File: src/rtl/ov7670_config_ctrl.sv
// ov7670_config_ctrl: walks the OV7670 config ROM and issues each entry as an SCCB write
module ov7670_config_ctrl #(
  parameter int CLK_FREQ_HZ    = 100_000_000,
  parameter int RESET_DELAY_MS = 10,
  parameter int DELAY_CYCLES   = CLK_FREQ_HZ / 1000 * RESET_DELAY_MS,
  parameter int GAP_CYCLES     = 256,
  parameter int MAX_RETRY      = 3,
  parameter int ADDR_W         = 8
) (
  input  logic              clk,
  input  logic              rst_n,
  input  logic              start,
  output logic [ADDR_W-1:0] rom_addr,
  input  logic [15:0]       rom_data,
  output logic              sccb_start,
  output logic [7:0]        sccb_reg,
  output logic [7:0]        sccb_val,
  input  logic              sccb_busy,
  input  logic              sccb_done,
  input  logic              sccb_nack,
  output logic              busy,
  output logic              config_done,
  output logic              config_err,
  output logic [ADDR_W-1:0] err_addr
);
  localparam int RW = $clog2(MAX_RETRY + 2);
  typedef enum logic [3:0] {IDLE, ROM_WAIT, DECODE, SEND, WAIT_ACK, DELAY, GAP, DONE, ERROR} state_t;
  state_t state, state_n;
  logic [31:0]   cnt;
  logic [RW-1:0] retry;
  logic          cnt_zero, last, advance, idle_like;
  assign cnt_zero  = cnt == '0;
  assign last      = &rom_addr;
  assign idle_like = state == IDLE || state == DONE || state == ERROR;
  // next state, the SCCB request strobe and the ROM-advance decision
  always_comb begin
    state_n    = state;
    sccb_start = 1'b0;
    advance    = 1'b0;
    case (state)
      IDLE, DONE, ERROR: state_n = start ? ROM_WAIT : state;
      ROM_WAIT: state_n = cnt_zero ? DECODE : ROM_WAIT;
      DECODE:   state_n = rom_data == 16'hFFFF ? DONE : rom_data == 16'hFFF0 ? DELAY : SEND;
      SEND: begin
        sccb_start = !sccb_busy;
        state_n    = sccb_busy ? SEND : WAIT_ACK;
      end
      WAIT_ACK: if (sccb_done) state_n = sccb_nack && retry == RW'(MAX_RETRY) ? ERROR : GAP;
      GAP: if (cnt_zero) begin
        advance = retry == '0;
        state_n = retry != '0 ? SEND : last ? DONE : ROM_WAIT;
      end
      DELAY: if (cnt_zero) begin
        advance = 1'b1;
        state_n = last ? DONE : ROM_WAIT;
      end
      default: state_n = IDLE;
    endcase
  end
  // state register
  always_ff @(posedge clk or negedge rst_n)
    if (!rst_n) state <= IDLE;
    else state <= state_n;
  // counters, ROM address, latched write data and status flags
  always_ff @(posedge clk or negedge rst_n)
    if (!rst_n) begin
      rom_addr    <= '0;
      sccb_reg    <= '0;
      sccb_val    <= '0;
      busy        <= 1'b0;
      config_done <= 1'b0;
      config_err  <= 1'b0;
      err_addr    <= '0;
      retry       <= '0;
      cnt         <= '0;
    end else begin
      if (state_n == ROM_WAIT && state != ROM_WAIT) cnt <= 32'd1;
      else if (state == DECODE && state_n == DELAY) cnt <= 32'(DELAY_CYCLES - 1);
      else if (state == WAIT_ACK && state_n == GAP) cnt <= 32'(GAP_CYCLES - 1);
      else if (!cnt_zero) cnt <= cnt - 1'b1;
      if (idle_like && start) begin
        rom_addr    <= '0;
        retry       <= '0;
        config_done <= 1'b0;
        config_err  <= 1'b0;
        busy        <= 1'b1;
      end
      if (advance && !last) rom_addr <= rom_addr + 1'b1;
      if (state == DECODE && state_n == SEND) {sccb_reg, sccb_val} <= rom_data;
      if (state == WAIT_ACK && sccb_done) retry <= sccb_nack ? retry + 1'b1 : '0;
      if (state_n == DONE && state != DONE) begin
        config_done <= 1'b1;
        busy        <= 1'b0;
      end
      if (state_n == ERROR && state != ERROR) begin
        config_err <= 1'b1;
        err_addr   <= rom_addr;
        busy       <= 1'b0;
      end
    end
endmodule
File: config.mk
export PLATFORM = sky130hd
export DESIGN_NAME = ov7670_config_ctrl
export DESIGN_NICKNAME = d
export VERILOG_FILES = /design/src/rtl/ov7670_config_ctrl.sv
export SDC_FILE = /design/constraint.sdc
export NUM_CORES = 1
export LEC_CHECK = 0
export CORE_ASPECT_RATIO = 1.1
export CORE_MARGIN = 4
export CORE_UTILIZATION = 49
export DETAILED_ROUTE_END_ITERATION = 16
export MAX_ROUTING_LAYER = met4
export PLACE_DENSITY_LB_ADDON = 0.15
export SLEW_MARGIN = 20
export SYNTH_ARGS = -nofsm -noshare
export SYNTH_HDL_FRONTEND = slang
export SYNTH_SLANG_ARGS = --single-unit
File: constraint.sdc
create_clock -name clk -period 2.4 [get_ports clk]
set_clock_uncertainty 0.05 [all_clocks]
set_input_delay 0.24 -clock clk [delete_from_list [all_inputs] [get_ports clk]]
set_output_delay 0.24 -clock clk [all_outputs]
set_load 0.02 [all_outputs]
==> results of run 1 <==
area by class of cell:
cell class	count	area (µm²)	share of cell area (%)
multi-input combinational	289	2091	37.17
inverter	16	60.06	1.068
timing repair buffer	133	1257	22.36
sequential	74	1852	32.93
tap	108	135.1	2.403
clock inverter	4	73.82	1.313
clock buffer	12	155.1	2.759
metrics by stage:
step | instance area [µm²] | cells
floorplan | 3970 | 396
global placement | 5137 | 613
detailed placement | 5137 | 613
CTS | 5552 | 635
global route | 5624 | 636
finish | 5624 | 636
repair_timing:
item	4_1_cts	5_1_grt
hold endpoints to repair	74	0
endpoints found under the setup margin	58	57
gates cloned	2	1
pin swaps	14	1
resized for setup	27	10
setup buffers	3	0
hold buffers	1	0
final timing paths:
kind | slack, ps | startpoint | to | depth (start not counted)
max | -130 | rom_data[2] | rom_addr[5] | 9
min | 280 | rom_data[0] | sccb_val[0] | 2
max reg2reg | -100 | cnt[26] | rom_addr[5] | 9
min reg2reg | 440 | err_addr[1] | err_addr[1] | 2
max in group asynchronous | 1570 | rst_n | err_addr[4] | 3
min in group asynchronous | 400 | rst_n | sccb_reg[3] | 3
cell usage after synthesis, types with 2 or more instances:
library cell	number	area (µm²)
mux2_4	10	150.1
a21oi_1	15	75.07
clkbuf_1	8	30.03
a22oi_1	3	22.52
o21ai_0	25	125.1
nor4_4	2	42.54
buf_1	3	11.26
a31oi_1	2	12.51
xnor2_1	19	166.4
nor2b_1	5	31.28
ha_1	6	75.07
nand3b_1	4	30.03
or3_1	4	25.02
nand2b_1	5	31.28
nand3_1	13	65.06
or2_2	4	25.02
nor4_2	3	37.54
dfrtp_1	74	1852
o211ai_1	2	15.01
mux2i_1	3	30.03
or4_1	3	22.52
inv_1	16	60.06
nand4_1	7	43.79
nor2_1	27	101.4
mux2_2	7	78.83
nand2_1	37	138.9
and3_1	2	12.51
nor4_1	11	68.82
nor3_1	34	170.2
xor2_1	11	96.34
buf_2	4	20.02
power by group through the flow:
stage	registers (mW)	clock network, mW	logic, mW
global placement	1.96	0	3.64
detailed placement	1.99	0	3.71
finish	1.98	1.11	4.32
global route	2.03	1.20	4.67
CTS	1.98	1.14	4.17
floorplan	2.19	0	2.01
kinds of logic after synthesis:
kind of cell	count (synthesis)	share of synthesized area, %
XOR/XNOR	30	6.677
flip-flops	74	47.06
adder cells (fa/ha/maj)	6	1.908
buffers and inverters	33	3.879
AND/OR/NAND/NOR	171	24.07
multiplexers	20	6.582
AO/OA/AOI/OAI	62	9.825
layer usage:
metal | vias up | part of all wire, %
met4 | 0 | 1.5
met1 | 1695 | 44
met5 | - | 0
met3 | 13 | 2.9
li1 | 1670 | -
met2 | 62 | 52
==> results, run 1 <==
- Sequential elements use 47.06% of the synthesized area.
- The average via count per standard cell is 5.409.
- For this design, the sink count on the clock tree is 74.
- After clock tree synthesis, the clock-pin slew on the worst setup and hold paths is 70 ps.
- Global routing consumed, over all layers together, 23.13% of the routing resources.
- In this run the tightest slew margin relative to its limit is 66.08%.
- 0 antenna diodes ended up in the layout.
- The effective utilization at floorplan is 50.00%.
- The clock network fraction of design power is 14.9%.
- The post-route DRC violation count is 0.
- The register containing the most flip-flops in the final layout is cnt.
- Relative to the synthesized area, the layout overhead comes to 42.93%.
- The source-to-sink clock delay at the later pin of the worst-skew pair is 350 ps.
- In the final routed layout, each cell accounts on average for 15.39 µm.
- The post-synthesis instance area is 0.003935 mm².
- The number of buffers inserted during clock tree synthesis is 9.
- The area of the die is 0.009530 mm².
- Pin placement for this block handled 58 I/O pins.
- After the last flow step, the layout net total stands at 551.
- The number of antenna violations at the first check in global routing is 0.
- The worst path required time is 2580 ps.
- The minimum period implied by the final worst setup slack is 2529 ps.
- The number of max-slew violations in the final report was 0.
- Traced cell by cell, the critical path runs through clkdlybuf4s50_1 > or4_4 > nor4_4 > buf_4 > nor2_1 > or3_4 > and4bb_4 > clkbuf_16 > o21ai_1.
- After filler insertion, the fill cell instance count of the layout stands at 587.
- The flow ran to the end, but the final reports show violations.
- At the worst endpoint, the arrival time is 2710 ps.
- The final weighted congestion in routability-driven placement is 0.8448.
- In this run the core area contains 34 standard-cell rows.
- In this run the worst path has a maximum fanout of 7.
- The library cells used most frequently in the layout, excluding fill and tap cells, are dfrtp_1, buf_4, clkdlybuf4s50_1, nand2_1, nor2_1.
- Entering global routing, the biggest net connects 75 pins.
- The path type of the worst setup path is input pin to flip-flop.
- The count of maximum capacitance violations is 0.
- Adding up every negative setup slack in the final design gives -5056 ps.
- The largest delay contributor family on the critical path is simple AND/OR/NAND/NOR gates.
- The post-synthesis net count is 424.
- The post-placement worst setup slack is -539.8 ps.
- The netlist uses 58 different library cells.
- The half-perimeter wire length of the detailed placement result is 6597 µm.
- The final antenna-violating net count is 0.
- The capturing element type of the critical path is a flip-flop.
- For this design the total switching power over the nets is 2.862 mW.
- The total vias in the final route is 3440.
- The final worst slack is -129.5 ps.
- The fraction of layout cells with a size suffix above 1 is 28.41%.
- CTS built an H-tree with a depth of 3.
- For this run, the leading register cell type out of synthesis is dfrtp_1.
- The overall power consumption is 7.406 mW.
- After global routing, the most crowded layer is met2.
- The period utilization is 105.4%.
- The average size of a mapped cell is 9.937 µm².
- The share of async-settable or async-resettable flops after synthesis is 100.0%.
- The synthesized design contains 74 register bits.
- In this design, the stage delay of the slowest critical-path cell is 570 ps.
- Internal power comes to 4.544 mW.
- The portion of total power attributed to combinational logic is 58.3%.
- The CTS tree is done.
- The tree is rooted in a clkbuf_8.
- The chip height is 102.0 µm.
- The met3 demand-to-capacity share in global routing is 5.449%.
- The final layout contains routed wiring with a total length of 9786 µm.
- The final core utilization is 71.46%.
- The count of flip-flops with a built-in enable after synthesis is 0.
- From left edge to right edge, the die measures 93.45 µm.
- Dividing total power by cell area gives a power density of 1317 mW/mm².
- At the pin with the least slew margin, the transition time is 496.0 ps.
- Together, buffers and inverters on the worst path number 3.
- The first-pass iteration count of the detailed router is 5.
- The fraction of met1 tracks used by global routing is 27.83%.
- The worst-case IR drop observed on VDD is 569.3 µV.
- After the first detailed-routing iteration, the DRC count stood at 152.
- The slowest stage of the critical path belongs to the cell or4_4.
- The count of synthesis-stage warnings from yosys is 0.
- The number of hold-slack violations in the final timing report is 0.
- The checks that failed: negative setup slack.
- The global routing usage on met2 is 38.72%.
- Net switching is 38.65% of the power.
- The global-route congestion overflow total is 0.
- The min-delay analysis places its worst path in the category input pin to flip-flop.
- The port buffer count is 57.
- The number of global-route vias before repair was 3640.
- The worst hold slack is 281.2 ps.
- The floorplan step defined a core boundary enclosing 0.007870 mm².
- The register with the most flip-flops in the layout has 32 of them.
- The maximum count of clock buffers along a single path is 2.
- The first global-routing pass estimated 16880 µm of wire.
- In this run the static leakage power is 2.564 nW.
- Setup violations remaining at the end of the flow were counted as 56.
- The portion of total power attributed to sequential cells is 26.8%.
- The kind of start point of the critical path is an input pin.
- Setup repair after global routing could not meet its margin everywhere.
- Synthesis produced a netlist whose cell count is 396.
- The library cell used most frequently in the layout, excluding fill and tap cells, is dfrtp_1.
- Timing would allow up to 0.3953 GHz.
Note: power is estimated with default switching activity, not from simulation.
==> run 2, diff against run 1 <==
--- a/config.mk
+++ b/config.mk
@@ -5,7 +5,7 @@
 export SDC_FILE = /design/constraint.sdc
 export NUM_CORES = 1
 export LEC_CHECK = 0
-export CORE_ASPECT_RATIO = 1.1
+export CORE_ASPECT_RATIO = 1.75
 export CORE_MARGIN = 4
 export CORE_UTILIZATION = 49
 export DETAILED_ROUTE_END_ITERATION = 16
==> run 2 against run 1 <==
Worst setup slack improved by 26 ps. Critical path depth fell by 1. Cell count fell by 2.5%. Total power fell by 1.5%. The run still ends with negative setup slack left. Utilization fell by 0.070 points. Via count rose by 0.44%.
==> results, run 2 (synthesized netlist as in run 1, its figures left out) <==
- Run status: finished, violations left (unchanged).
- Violated checks: negative setup slack (unchanged).
- The summed area of non-filler cells in the final layout came to 0.005608 mm² (was 0.005624 mm²).
- The global-route total usage across every layer is 23.38% (was 23.13%).
- The cell internal power dissipation is 4.482 mW (was 4.544 mW).
- The maximum number of pins on one net before global-route repair was 51 (was 75).
- The most common cell after layout, fill and taps aside is dfrtp_1 (unchanged).
- Unrepaired setup endpoints after global routing: yes (unchanged).
- The end point of the critical path is sccb_reg[5] (was rom_addr[5]).
- The global-route wire length before repair is 16600 µm (was 16880 µm).
- The number of max-slew violations in the final report is 0 (unchanged).
- The register containing the most flip-flops in the final layout is cnt (unchanged).
- The startpoint of the worst-slack reg-to-reg timing path is cnt[2] (was cnt[26]).
- The net load switching power is 2.809 mW (was 2.862 mW).
- The path type of the worst min-delay path is input pin to async pin (was input pin to flip-flop).
- The site row count was 43 (was 34).
- The fraction of layout cells with a size suffix above 1 is 27.55% (was 28.41%).
- The clock network fraction of design power is 16.6% (was 14.9%).
- The count of antenna diodes in the layout was 0 (unchanged).
- The number of hold-slack violations in the final timing report was 0 (unchanged).
- The total I/O pin count came to 58 (unchanged).
- The effective utilization at floorplan came to 50.10% (was 50.00%).
- The share of total power consumed by net switching came to 38.53% (was 38.65%).
- The die extent in x is 75.74 µm (was 93.45 µm).
- The flop-to-flop setup slack is -100 ps (about the same).
- The area overhead of the layout relative to synthesis came to 42.51% (was 42.93%).
- The chip height is 126.5 µm (was 102.0 µm).
- The maximum count of clock buffers along a single path is 2 (unchanged).
- The placeable core region is 0.007855 mm² (was 0.007870 mm²).
- The peak supply drop is 759.3 µV (was 569.3 µV).
- The port buffer count was 57 (unchanged).
- Commonest cells after routing, fill and taps aside: dfrtp_1, buf_4, clkdlybuf4s50_1, nand2_1, nor3_1 (was dfrtp_1, buf_4, clkdlybuf4s50_1, nand2_1, nor2_1).
- The total vias in the final route came to 3455 (was 3440).
- The number of antenna violations at the first check in global routing was 0 (unchanged).
- The number of filler instances in the final layout is 585 (was 587).
- The max-slew headroom at the worst pin was 56.31% (was 66.08%).
- The cell area after placement was 0.005097 mm² (was 0.005137 mm²).
- The post-route DRC violation count was 0 (unchanged).
- The sum of negative setup slack was -4163 ps (was -5056 ps).
- The first-pass iteration count of the detailed router is 5 (unchanged).
- The area of the die is 0.009585 mm² (was 0.009530 mm²).
- The number of cells on the worst reg-to-reg path is 8 (was 9).
- The path type of the worst setup path was flip-flop to flip-flop (was input pin to flip-flop).
- The detail-routed net length per standard cell is 16.38 µm (was 15.39 µm).
- The maximum fanout along the worst path is 16 (was 7).
- The post-placement worst setup slack is -587.7 ps (was -539.8 ps).
- The final worst slack came to -103.6 ps (was -129.5 ps).
- The half-perimeter wire length of the detailed placement result is 6886 µm (was 6597 µm).
- The number of clock sinks seen by CTS is 74 (unchanged).
- The number of buffers inserted during clock tree synthesis is 9 (unchanged).
- The worst path required time is 2570 ps (was 2580 ps).
- The average via count per standard cell is 5.573 (was 5.409).
- The top achievable clock speed is 0.3994 GHz (was 0.3953 GHz).
- The CTS tree is done (unchanged).
- The number of global-route vias before repair is 3594 (was 3640).
- The capturing element type of the critical path is a flip-flop (unchanged).
- The standby leakage power came to 2.618 nW (was 2.564 nW).
- The net count reported at finish is 556 (was 551).
- The period utilization is 104.3% (was 105.4%).
- The clock tree root buffer cell was clkbuf_16 (was clkbuf_8).
- The number of flip-flops in the largest register is 32 (unchanged).
- The count of maximum capacitance violations is 0 (unchanged).
- The final core utilization is 71.39% (was 71.46%).
- The final routed wirelength across all metal layers is 10160 µm (was 9786 µm).
- The minimum period implied by the final worst setup slack is 2504 ps (was 2529 ps).
- The final weighted congestion in routability-driven placement came to 0.8344 (was 0.8448).
- The global-route congestion overflow total is 0 (unchanged).
- The portion of total power attributed to combinational logic is 55.9% (was 58.3%).
- The arrival time reported for the critical path endpoint is 2680 ps (was 2710 ps).
- The portion of total power attributed to sequential cells is 27.5% (was 26.8%).
- The count of H-tree levels built during CTS is 3 (unchanged).
- The DRC marker count from the first detailed-route iteration is 178 (was 152).
- The clock slew seen by the registers of the worst setup and hold paths came to 50 ps (was 70 ps).
- The final antenna-violating net count came to 0 (unchanged).
- The number of setup violations in the final report is 56 (unchanged).
- The kind of start point of the critical path is a flip-flop (was input pin).
- The reg-to-reg critical path endpoint is sccb_reg[5] (was rom_addr[5]).
- The beginning of the critical path is cnt[2] (was rom_data[2]).
- The transition at the pin with the smallest max-transition slack is 655.4 ps (was 496.0 ps).
- The source-to-sink clock delay at the later pin of the worst-skew pair was 340 ps (was 350 ps).
- The overall power consumption came to 7.291 mW (was 7.406 mW).
- The total power divided by cell area came to 1300 mW/mm² (was 1317 mW/mm²).
-- run 2: cell types whose count changed in the layout (fill, tap and decap cells not counted), sizes merged --
| cell | previous run | this run |
|---|---|---|
| dlygate4sd2 | 1 | 2 |
| bufinv | 2 | 0 |
| clkinv | 2 | 0 |
| buf | 75 | 81 |
| clkdlybuf4s50 | 55 | 54 |
-- run 2: final cells by class --
type | count | area [µm²] | share of cell area, %
clock buffer | 13 | 260.3 | 4.641
multi-input combinational | 289 | 2085 | 37.17
sequential | 74 | 1852 | 33.02
tap | 90 | 112.6 | 2.008
inverter | 16 | 60.06 | 1.071
timing repair buffer | 138 | 1239 | 22.09
-- run 2: routing by layer --
metal	track usage [%]	share of wire (%)
met5	-	0
met2	39.95	55
met4	8.857	3.1
met3	4.996	3.4
met1	25.70	38
-- run 2: worst min-delay path by stage --
stage / start / endpoint / slack (ps) / depth (start not counted)
final: rst_n / sccb_reg[7] / 180 / 2
after global routing: rst_n / sccb_reg[7] / 200 / 2
after CTS: rst_n / sccb_reg[7] / 170 / 2
after global placement: rst_n / sccb_reg[7] / -10 / 1
after detailed placement: rst_n / sccb_reg[7] / -10 / 1
after floorplan: rst_n / busy / -110 / 0
-- run 2: per-stage QoR --
stage                     hold WS [ps]  std cells
after floorplan                 -105.6        396
after global placement          -14.28        596
after detailed placement        -11.87        596
after CTS                        166.6        622
after global routing             195.2        620
final                            177.2        620
-- run 2: worst max-delay path, stage by stage, from the launching register on --
cell and delay (ps):
dfrtp_1 410, nor4_4 390, nand4b_4 160, nor4_4 270
buf_4 180, o211ai_2 100, or3_4 360, buf_12 170
mux2_4 300
-- run 2: timing repair --
| action | 4_1_cts | 5_1_grt |
|---|---|---|
| pin swaps | 7 | 11 |
| hold buffers | 1 | 0 |
| endpoints found under the hold margin | 24 | 0 |
| gates resized for setup | 21 | 19 |
| cloned | 3 | 0 |
| setup endpoints to repair | 59 | 58 |
| setup buffers | 10 | 3 |
-- run 2: power groups by stage --
stage	registers, mW	logic (mW)	clock network (mW)
after floorplan	2.19	2.01	0
after global placement	1.97	3.50	0
after detailed placement	1.99	3.55	0
after CTS	1.99	4.24	1.23
after global routing	2.06	4.42	1.29
final	2.01	4.07	1.21
